`config.mk`:
```
export PLATFORM = sky130hd
export DESIGN_NAME = io_slot_decoder
export DESIGN_NICKNAME = d
export VERILOG_FILES = /design/src/rtl/io_slot_decoder.sv
export SDC_FILE = /design/constraint.sdc
export NUM_CORES = 1
export LEC_CHECK = 0
export ABC_AREA = 1
export BUFFER_PORTS_ARGS = -buffer_cell sky130_fd_sc_hd__buf_2
export CAP_MARGIN = 20
export CORE_AREA = 4 4 152 154
export CTS_BUF_LIST = sky130_fd_sc_hd__clkbuf_8 sky130_fd_sc_hd__clkbuf_16
export CTS_CLUSTER_DIAMETER = 200
export DETAILED_ROUTE_END_ITERATION = 7
export DIE_AREA = 0 0 156 158
export GPL_ROUTABILITY_DRIVEN = 0
export GPL_TIMING_DRIVEN = 0
export HOLD_SLACK_MARGIN = 0.15
export MAX_ROUTING_LAYER = met4
export SLEW_MARGIN = 20
export SYNTH_ARGS = -nofsm -noshare
export SYNTH_HDL_FRONTEND = slang
export SYNTH_SLANG_ARGS = --single-unit
```
`constraint.sdc`:
```
create_clock -name Clock -period 3.05 [get_ports Clock]
set_input_delay 0.61 -clock Clock [delete_from_list [all_inputs] [get_ports Clock]]
set_output_delay 0.61 -clock Clock [all_outputs]
set_load 0.02 [all_outputs]
```
`src/rtl/io_slot_decoder.sv`:
```
// I/O bus decoder: splits the CPU I/O address into slot/register, runs a
// req/ack handshake with a one-hot slot select, and reports bus errors.
module io_slot_decoder #(
  parameter int SLOT_BITS  = 3,
  parameter int REG_BITS   = 4,
  parameter int DATA_WIDTH = 32,
  parameter int TIMEOUT    = 15,
  parameter logic [2**SLOT_BITS-1:0] RESV_MASK = {{(2**SLOT_BITS-2){1'b1}}, 2'b00},
  localparam int NUM_SLOTS = 2**SLOT_BITS,
  localparam int AW        = SLOT_BITS + REG_BITS
) (
  input  logic                            Clock,
  input  logic                            Reset_N,
  input  logic                            Req_i,
  input  logic                            Wr_i,
  input  logic [AW-1:0]                   Addr_i,
  input  logic [DATA_WIDTH-1:0]           WrData_i,
  output logic                            Ready_o,
  output logic                            Err_o,
  output logic [DATA_WIDTH-1:0]           RdData_o,
  output logic [NUM_SLOTS-1:0]            SlotSel_o,
  output logic                            SlotWr_o,
  output logic [REG_BITS-1:0]             SlotRegAddr_o,
  output logic [DATA_WIDTH-1:0]           SlotWrData_o,
  input  logic [NUM_SLOTS*DATA_WIDTH-1:0] SlotRdData_i,
  input  logic [NUM_SLOTS-1:0]            SlotAck_i,
  input  logic                            ErrClr_i,
  output logic                            ErrValid_o,
  output logic [AW-1:0]                   ErrAddr_o
);

  localparam int CW = $clog2(TIMEOUT + 1);
  localparam logic [CW-1:0] CNT_LAST = CW'(TIMEOUT - 1);

  typedef enum logic [1:0] {IDLE, ACCESS, DONE} state_t;

  state_t                 state;
  logic [SLOT_BITS-1:0]   slot_q;
  logic [CW-1:0]          cnt;

  logic [SLOT_BITS-1:0]   req_slot;
  logic                   req_resv;
  logic                   sel_ack;
  logic                   timeout_hit;
  logic [DATA_WIDTH-1:0]  sel_rd;
  logic                   err_evt;
  logic [AW-1:0]          err_evt_addr;

  assign req_slot    = Addr_i[AW-1:REG_BITS];
  assign req_resv    = RESV_MASK[req_slot];
  assign sel_ack     = SlotAck_i[slot_q];
  assign sel_rd      = SlotRdData_i[int'(slot_q)*DATA_WIDTH +: DATA_WIDTH];
  assign timeout_hit = (cnt == CNT_LAST);

  // Ack has priority over timeout, so a timeout is only an error without ack.
  always_comb begin
    err_evt      = 1'b0;
    err_evt_addr = {slot_q, SlotRegAddr_o};
    if (state == IDLE && Req_i && req_resv) begin
      err_evt      = 1'b1;
      err_evt_addr = Addr_i;
    end else if (state == ACCESS && !sel_ack && timeout_hit) begin
      err_evt      = 1'b1;
    end
  end

  always_ff @(posedge Clock) begin
    if (!Reset_N) begin
      state         <= IDLE;
      slot_q        <= '0;
      cnt           <= '0;
      Ready_o       <= 1'b0;
      Err_o         <= 1'b0;
      RdData_o      <= '0;
      SlotSel_o     <= '0;
      SlotWr_o      <= 1'b0;
      SlotRegAddr_o <= '0;
      SlotWrData_o  <= '0;
      ErrValid_o    <= 1'b0;
      ErrAddr_o     <= '0;
    end else begin
      Ready_o <= 1'b0;
      case (state)
        IDLE: begin
          if (Req_i) begin
            slot_q        <= req_slot;
            SlotRegAddr_o <= Addr_i[REG_BITS-1:0];
            SlotWrData_o  <= WrData_i;
            if (req_resv) begin
              state    <= DONE;
              Ready_o  <= 1'b1;
              Err_o    <= 1'b1;
              RdData_o <= '0;
            end else begin
              state     <= ACCESS;
              SlotSel_o <= NUM_SLOTS'(1) << req_slot;
              SlotWr_o  <= Wr_i;
              cnt       <= '0;
            end
          end
        end
        ACCESS: begin
          if (sel_ack) begin
            RdData_o  <= SlotWr_o ? '0 : sel_rd;
            Err_o     <= 1'b0;
            SlotSel_o <= '0;
            SlotWr_o  <= 1'b0;
            Ready_o   <= 1'b1;
            state     <= DONE;
          end else if (timeout_hit) begin
            RdData_o  <= '0;
            Err_o     <= 1'b1;
            SlotSel_o <= '0;
            SlotWr_o  <= 1'b0;
            Ready_o   <= 1'b1;
            state     <= DONE;
          end else begin
            cnt <= cnt + CW'(1);
          end
        end
        DONE:    state <= IDLE;
        default: state <= IDLE;
      endcase

      // First error since the last clear is held; a same-cycle clear loses.
      if (err_evt && (!ErrValid_o || ErrClr_i)) begin
        ErrValid_o <= 1'b1;
        ErrAddr_o  <= err_evt_addr;
      end else if (ErrClr_i) begin
        ErrValid_o <= 1'b0;
      end
    end
  end

endmodule

```
==> flow_results.org, run 1 <==
** Logic synthesis
- Warnings, synthesis :: 0
- Share of the synthesized netlist area taken by xor and xnor gates :: 0.00138
- Counting every instance in the synthesized netlist gives 1099.
- For this run, the register share of the synthesized area comes to 0.304.
- Counting flops and latches in the post-synthesis netlist gives 96.
- Post-synthesis instance area :: about 6300 µm²
- After synthesis, the share of cell area in mux cells is 0.
- When the netlist entered floorplanning its net count stood at about 1.4k.
- Fraction of the mapped netlist area in compound gates :: 0.0676
- A synthesized cell averages 5.76 µm².
- By area, the combinational part of the netlist is dominated by simple AND/OR/NAND/NOR gates.
- Number of library cell types mapped by synthesis :: 26
- Simple-gate area share of the yosys netlist :: 0.524
- Post-synthesis adder-cell area fraction :: 0.00395

** Global route
- The via count of the first global-routing pass came to around 8.4k.
- Global-route wire length before repair :: between 40000 and 50000 µm
- GRT Residual Overflow :: 0
- For this run, the total global-route usage over all layers was measured as 0.252.
- Entering global routing, the biggest net connects 17 pins.
- Antenna violations before repair :: 4

** Clocking
- Buffers inserted to repair hold after CTS numbered 0.
- Insertion delay of the later-clocked pin in the worst-skew pair :: 0.35 ns
- Clock tree from TritonCTS :: done
- Post-CTS setup buffer count :: 0
- Clock-pin slew on the worst setup and hold paths :: ~0.07 ns
- The number of gates resized after CTS was 0.
- Worst-case clock buffer depth :: 2
- In this run the clock root is driven by a clkbuf_16.
- Counting the buffers created by CTS gives 9.
- The H-tree generated during clock tree synthesis spans 3 levels.
- Sink Count :: 96

** Drt
- Via count :: 8674
- DR iter-0 viols :: 756
- Ratio of routed vias to standard cells :: 4.84
- Remaining design rule violation count :: 0
- Detail-routed net length per standard cell :: about 18 µm
- The first detailed-routing pass ran for 6 iterations.
- The count of nets left with antenna violations once routing finished came out at 0.
- Summed over all layers, the routed wires come to 31800 µm.

** Power and ir drop
- Maximum resistive drop on vdd :: 325 µV
- The share of total power dissipated in combinational logic is 0.323.
- For this design the total switching power over the nets is 1360 µW.
- Sequential power share :: 0.359
- Overall Power :: 3890 µW
- Ratio of total power to cell area :: 433 nW/µm²
- Cell internal power was estimated by the tool at roughly 2500 µW.
- Clock Power Share :: 0.318
- The analysis attributes to cell leakage a power of 0.00487 µW.
- Switching share of power :: 0.349

** Final layout
- The final layout contains 1814 nets.
- Final Cell Area :: 8980 µm²
- In the final layout, the share of cells above drive strength 1 is 0.313.
- Synthesis-to-layout area growth :: 41.9%
- For this run, the share of the core covered by cells in the final layout is 0.414.
- The filler cells instantiated in the layout total 2425.

** Timing
- The number of failing hold endpoints at the final stage came to 0.
- Across the routed clock network, the largest skew measured is between 0.01 and 0.015 ns.
- Rel. slew slack :: 0.554
- Upper clock frequency limit :: approximately 470 MHz
- Setup repair after global routing left no endpoint under its margin.
- Setup violations remaining at the end of the flow were counted as 0.
- Number of pins with negative max-slew slack in the final report :: 0
- Clock period minus worst slack :: approximately 2.1 ns
- Worst Max-Slew Pin Slew :: around 0.67 ns
- For the final routed database, the setup TNS stands at 0 ns.
- Of the available clock period, the critical path in the final layout requires 0.694.

** Worst setup path
- At the worst endpoint, the arrival time is 2.33 ns.
- The critical path goes through inv_1, buf_2, buf_1, nand3_1, nand3_1, nand2_1, nand2_1, a21oi_1.
- Of all nets on the critical path, the largest fanout is 10.
- Crit-path slowest cell :: buf_1
- Startpoint types :: flop
- Sort of element at the end of the critical path :: flop
- Delay of the slowest cell on the worst path :: 0.56 ns
- At the worst endpoint, the required time is 3.26 ns.
- The worst register-to-register path has a setup slack of a little over 0.9 ns.
- Kind of critical path :: reg2reg

** Outcome
- Status :: completed

** Floorplanning
- The die covers roughly 25000 µm².
- Measured along the y axis, the die boundary spans 158 µm.
- The region available for standard cell placement spans 21700 µm².
- For this configuration, the core starts out at a cell density of 0.292.
- The die is 156 µm wide.
- In this run the count of I/O pins placed on the die edge is ~400.
- The floorplan has 54 rows.

** Place
- Port Buf Inserts :: 394
- After legalization and detailed placement, the total HPWL measured 25800 µm.
- Total cell area at the placement stage :: 8650 µm²

** Flow run
- Max-cap violations :: 0

** Hold path
- Worst min path class :: reg2reg
## cells by family after synthesis
logic type                 count (synthesis)
AOI/OAI and AO/OA                         83
xor gates and xnor gates                   1
adders and majority gates                  2
buffers and inverters                    135
DFF                                       96
and+or+nand+nor                          782
## cell type report
type                            count  area [µm²]  area share
Multi-Input combinational cell    868        3780       0.421
Timing Repair Buffer              394        1970       0.220
Sequential cell                    96        1920       0.214
Buffer                             81         422      0.0469
Tap cell                          280         350      0.0390
Clock buffer                        9         225      0.0251
Inverter                           54         205      0.0228
Clock inverter                      6        93.8      0.0104
Antenna cell                        5        12.5     0.00139
## per-layer routing
metal  routed length, µm  vias up  global-route usage
met2               15000      394               0.417
met4                1010        0              0.0884
met5                   0        -                   -
met3                2890       66              0.0648
li1                    -     4334                   -
met1               12800     3880               0.297
## through the flow
stage               setup slack [ns]  std cells  hold WS (ns)
floorplan                       1.44       1099         0.498
global placement               0.931       1773         0.426
detailed placement             0.918       1773         0.429
CTS                            0.909       1788         0.441
global route                   0.696       1792         0.457
finish                         0.934       1793         0.439
## registers in the layout, indices dropped and copies added, names as in the netlist
name and cells:
state 2, cnt 4, slot_q 3, SlotSel_o 8
ErrAddr_o 7, SlotWrData_o 32, ErrValid_o 1, SlotRegAddr_o 4
RdData_o 32, SlotWr_o 1, Err_o 1, Ready_o 1
## worst paths after layout
path	from	cells after the start	endpoint
worst min-delay path	SlotSel_o[6]	2	SlotSel_o[6]
worst min register to register	SlotSel_o[6]	2	SlotSel_o[6]
worst max-delay path	slot_q[1]	8	RdData_o[2]
worst max register to register	slot_q[1]	8	RdData_o[2]
## synth_stat cells (all sizes together)
master | number | area (µm²)
xor2 | 1 | 8.76
a21oi | 36 | 180
clkinv | 1 | 3.75
inv | 53 | 201
dfxtp | 96 | 1920
nand2 | 407 | 1540
clkbuf | 22 | 82.6
a22oi | 1 | 7.51
ha | 2 | 25.0
o21ai | 42 | 210
nand4 | 20 | 125
buf | 59 | 339
o21a | 4 | 30.0
nor2 | 144 | 556
nand3 | 211 | 1100
## power groups by stage
stage | combinational [µW] | sequential (µW) | clock (µW)
4_1_cts | 1260 | 1400 | 1270
6_report | 1260 | 1400 | 1240
3_3_place_gp | 1250 | 1420 | 0
5_1_grt | 1400 | 1410 | 1320
2_1_floorplan | 615 | 1530 | 0
3_5_place_dp | 1250 | 1430 | 0
## cell usage in the layout (no fill, tap or decap), drive strengths merged
cell and count:
dfxtp 96, o21a 4, nor2 144, o21ai 42, clkbuf 31, nand3 211, bufinv 2, nand4 20
diode 5, buf 453, inv 54, a22oi 1, clkinv 4, xor2 1, a21oi 36, nand2 407
ha 2
## critical path: cells and delay by family (launching register included)
| family | cells | cell delay [ns] |
|---|---|---|
| AO/OA/AOI/OAI | 1 | 0.06 |
| buffers and inverters | 3 | 1.04 |
| flip-flops | 1 | 0.37 |
| AND/OR/NAND/NOR | 4 | 0.52 |
No activity file was read; power rests on OpenSTA's default activity.
==> inputs of run 2 (changes only) <==
--- a/config.mk
+++ b/config.mk
@@ -5,14 +5,14 @@
 export SDC_FILE = /design/constraint.sdc
 export NUM_CORES = 1
 export LEC_CHECK = 0
-export ABC_AREA = 1
+export ABC_AREA = 0
 export BUFFER_PORTS_ARGS = -buffer_cell sky130_fd_sc_hd__buf_2
 export CAP_MARGIN = 20
-export CORE_AREA = 4 4 152 154
+export CORE_AREA = 4 4 149 151
 export CTS_BUF_LIST = sky130_fd_sc_hd__clkbuf_8 sky130_fd_sc_hd__clkbuf_16
 export CTS_CLUSTER_DIAMETER = 200
 export DETAILED_ROUTE_END_ITERATION = 7
-export DIE_AREA = 0 0 156 158
+export DIE_AREA = 0 0 153 155
 export GPL_ROUTABILITY_DRIVEN = 0
 export GPL_TIMING_DRIVEN = 0
 export HOLD_SLACK_MARGIN = 0.15
==> constraint.sdc (replaced) <==
create_clock -name Clock -period 1.7 [get_ports Clock]
set_input_delay 0.34 -clock Clock [delete_from_list [all_inputs] [get_ports Clock]]
set_output_delay 0.34 -clock Clock [all_outputs]
set_load 0.02 [all_outputs]
==> run 2 against run 1 <==
Against the previous run:
- the run now ends with setup timing left
- first-iteration DRC count shrank 49%
- sequential cell count is the same
- hold slack lost 0.22 ns
- power grew 58%
- clock skew shrank 0.0064 ns
- critical endpoint is now RdData_o[29]
- largest cell class unchanged
- highest routed layer unchanged
==> flow_results.org, run 2 <==
** Logic synthesis
- Of the total synthesized cell area, the portion taken by XOR and XNOR cells is 0.
- For this run, the leading register cell type out of synthesis is dfxtp_1.
- For this run, asynchronously set or reset flops after synthesis account for 0.
- Fraction of the mapped netlist area in compound gates :: 0.162
- Counting flops with a built-in enable in the synthesized netlist gives 0.
- Counting flops and latches in the post-synthesis netlist gives 96.
- After synthesis, the share of cell area in mux cells is 0.344.
- Number of library cell types mapped by synthesis :: 42
- After synthesis, the mean cell area works out to about 11 µm².
- Yosys printed 0 warnings.
- Sorting the synthesized cells by how often they occur yields dfxtp_1, nand2_1, mux4_2, a21oi_1, mux2i_1.
- Of the total synthesized cell area, the portion taken by full adders, half adders and majority gates is 0.00453.
- For this run, the register share of the synthesized area comes to 0.348.
- Post-synthesis cell type with the largest combined area :: dfxtp_1
- Synth Net Count :: about 790
- Simple-gate area share of the yosys netlist :: 0.102
- Yosys top cell area share :: 0.348
- In the post-synthesis netlist, the cell with the most instances is dfxtp_1.
- The cell count after synthesis came out at between 400 and 500.
- Post-synthesis instance area :: 5520 µm²
- Dominant combinational cell family by area after synthesis :: multiplexers
- Top cells by area in the synthesized netlist :: dfxtp_1, mux4_2, o2bb2ai_2

** Worst setup path
- The worst setup path is captured at a flop.
- CP top delay family :: simple AND/OR/NAND/NOR gates
- The largest individual stage delay along the critical path comes from the cell or4_4.
- The critical path contains buffers and inverters numbering 2 combined.
- Crit. Startpoint :: slot_q[0]
- The worst setup path is launched from a flop.
- Measured in cells, the most critical reg-to-reg path has a length of 7.
- CP max FO :: 8
- The signal on the critical path passes through buf_4, mux2_4, o22ai_4, or2_4, or4_4, clkbuf_16, o2bb2ai_2.
- Number of cells on the critical path :: 7
- The worst setup path is of the reg2reg kind.
- Delay of the slowest cell on the worst path :: ~0.69 ns
- Critical Path AT :: 2.52 ns
- WP data required :: 1.99 ns
- Reg-to-reg critical path startpoint :: slot_q[0]

** Final layout
- Most common library cell in the layout ignoring fill and taps :: buf_2
- Once layout is complete, the utilization of the core stands at 0.422.
- In the layout the commonest cells are buf_2, dfxtp_1, nand2_1.
- Compared with the post-synthesis result, the final layout area differs by 58.9%.
- Of the cells placed in the final design, the portion with a size suffix greater than 1 is 0.653.
- Top Registers :: RdData_o (32), SlotWrData_o (32), SlotSel_o (8)
- Final nets :: 1216
- The layout has 2078 filler cells.

** Floorplanning
- Die area :: 23700 µm²
- Effective utilization at floorplan :: 0.265
- The die is 153 µm wide.
- After floorplanning, the core was sized to cover roughly 21000 µm².
- The die is 155 µm tall.
- Pin placement for this block handled about 400 I/O pins.
- The initialized floorplan defines 53 standard-cell rows.

** Global route
- The via count of the first global-routing pass came to 5830.
- Across every metal layer, demand over resource in global routing totals 0.207.
- The first global-routing pass estimated 36100 µm of wire.
- The total overflow left after global routing is 0.
- Maximum number of pins on one net before global-route repair :: 18
- Antenna violations before repair :: 6

** Power and ir drop
- Overall Power :: 6160 µW
- Leakage power :: roughly 0.0039 µW
- In this run the power density over the cells is 702 nW/µm².
- The worst-case IR drop observed on VDD is between 400 and 500 µV.

** Drt
- Final Routed Wirelength :: between 20000 and 30000 µm
- For this block, the initial DRC count from the detailed router was around 390.
- The count of nets left with antenna violations once routing finished came out at 0.
- In the final routed layout, each cell accounts on average for between 20 and 25 µm.
- In the routed layout, each cell is associated on average with a via count of 4.98.
- Via count :: 5926
- Remaining design rule violation count :: 0
- Router iterations before antenna repair :: 4

** Clocking
- CTS saw 96 sinks.
- Clock-pin slew on the worst setup and hold paths :: 0.07 ns
- The tree is rooted in a clkbuf_16.
- CTS built an H-tree with a depth of 3.
- Counting the buffers created by CTS gives 9.
- Clock tree from TritonCTS :: done
- Insertion delay of the later-clocked pin in the worst-skew pair :: 0.35 ns
- Worst-case clock buffer depth :: 2

** Timing
- Setup-failing EPs final :: between 50 and 60
- Upper clock frequency limit :: 449 MHz
- Period Utilization, post-route :: 1.31
- The final count of pins violating max slew came to 0.
- Clock period minus worst slack :: 2.23 ns
- Setup slack on the critical path of the routed design comes to -0.529 ns.
- Across the routed clock network, the largest skew measured is 0.00532 ns.
- In this run the tightest slew margin relative to its limit is 0.423.
- For the pin with the worst max-slew slack, the measured transition is 0.865 ns.
- Setup repair after global routing could not meet its margin everywhere.
- The number of failing hold endpoints at the final stage came to 0.

** Flow run
- Max-cap violations :: 0

** Hold path
- WHS Path Cells :: 3
- The worst hold path belongs to the class in2reg.
- The startpoint identified for the worst hold timing path is WrData_i[29].

** Outcome
- The flow ran to the end, but the final reports show violations.
- Violated checks :: setup timing

** Place
- At the placement stage, the worst setup path has a slack of -1.15 ns.
- In this run the tool buffered the top-level ports with 394 buffer cells.
- Summed over all nets, the half-perimeter wirelength after detailed placement is 21000 µm.
## run 2: cell count changes in the layout (fill, tap and decap cells not counted), moves of 40 or more
cell,before,now
o21ai_0,40,0
mux2i_1,0,42
nand3_1,206,7
nand2_1,404,88
inv_1,50,3
mux4_2,0,64
nor2_1,142,8
## run 2: final timing paths
path,slack (ns),end
max,-0.53,RdData_o[29]
min,0.22,SlotWrData_o[29]
max reg2reg,-0.53,RdData_o[29]
min reg2reg,0.45,SlotWrData_o[4]
## run 2: power breakdown
part           total (µW)  switching [µW]  internal [µW]
Combinational        1770             883            885
Sequential           2420            68.7           2350
Clock                1980             969           1010
Total                6160            1920           4240
## run 2: cell families (layout without fill, tap and decap cells)
family / Yosys count / after routing
buf+inv: 45 / 474
simple gates: 129 / 129
fa+ha+maj: 2 / 2
mux: 109 / 109
compound gates: 101 / 101
other cells: 0 / 3
flops: 96 / 96
## run 2: tightest hold or removal path, cell delays in order
cell and delay, ns:
buf_2 0.09, nand2_1 0.04, a21oi_1 0.05
## run 2: final cells by class
type                    count  area (µm²)  area share
multi-input cells         341        3690       0.420
repair buffers            416        2220       0.253
flip-flops and latches     96        1930       0.220
well taps                 275         344      0.0392
plain buffers              40         299      0.0341
clock buffers               9         225      0.0257
clock inverters             7        53.8     0.00613
inverters                   2        7.51    0.000855
diodes                      3        7.51    0.000855
## run 2: routing by layer
layer,GRT usage,wire length [µm],part of all wire,up-vias
met5,-,0,0,-
met4,0.0556,391,0.015,0
met3,0.0484,2140,0.083,23
met2,0.329,12500,0.49,308
met1,0.268,10700,0.42,2893
li1,-,-,-,2702
## run 2: what timing repair did
action / CTS / global route
gates cloned: 2 / 2
endpoints found under the setup margin: 89 / 78
pin swaps: 3 / 19
buffers inserted: 10 / 9
gates resized for setup: 52 / 61
hold buffers: 0 / 0
## run 2: metrics by stage
stage	instances	setup TNS, ns	area (µm²)	hold WS (ns)
2_1_floorplan	482	-11.81	5550	0.468
3_3_place_gp	1151	-52.44	7870	0.439
3_5_place_dp	1151	-53.09	7870	0.444
4_1_cts	1178	-22.99	8380	0.202
5_1_grt	1189	-24.40	8780	0.209
6_report	1189	-21.61	8780	0.217
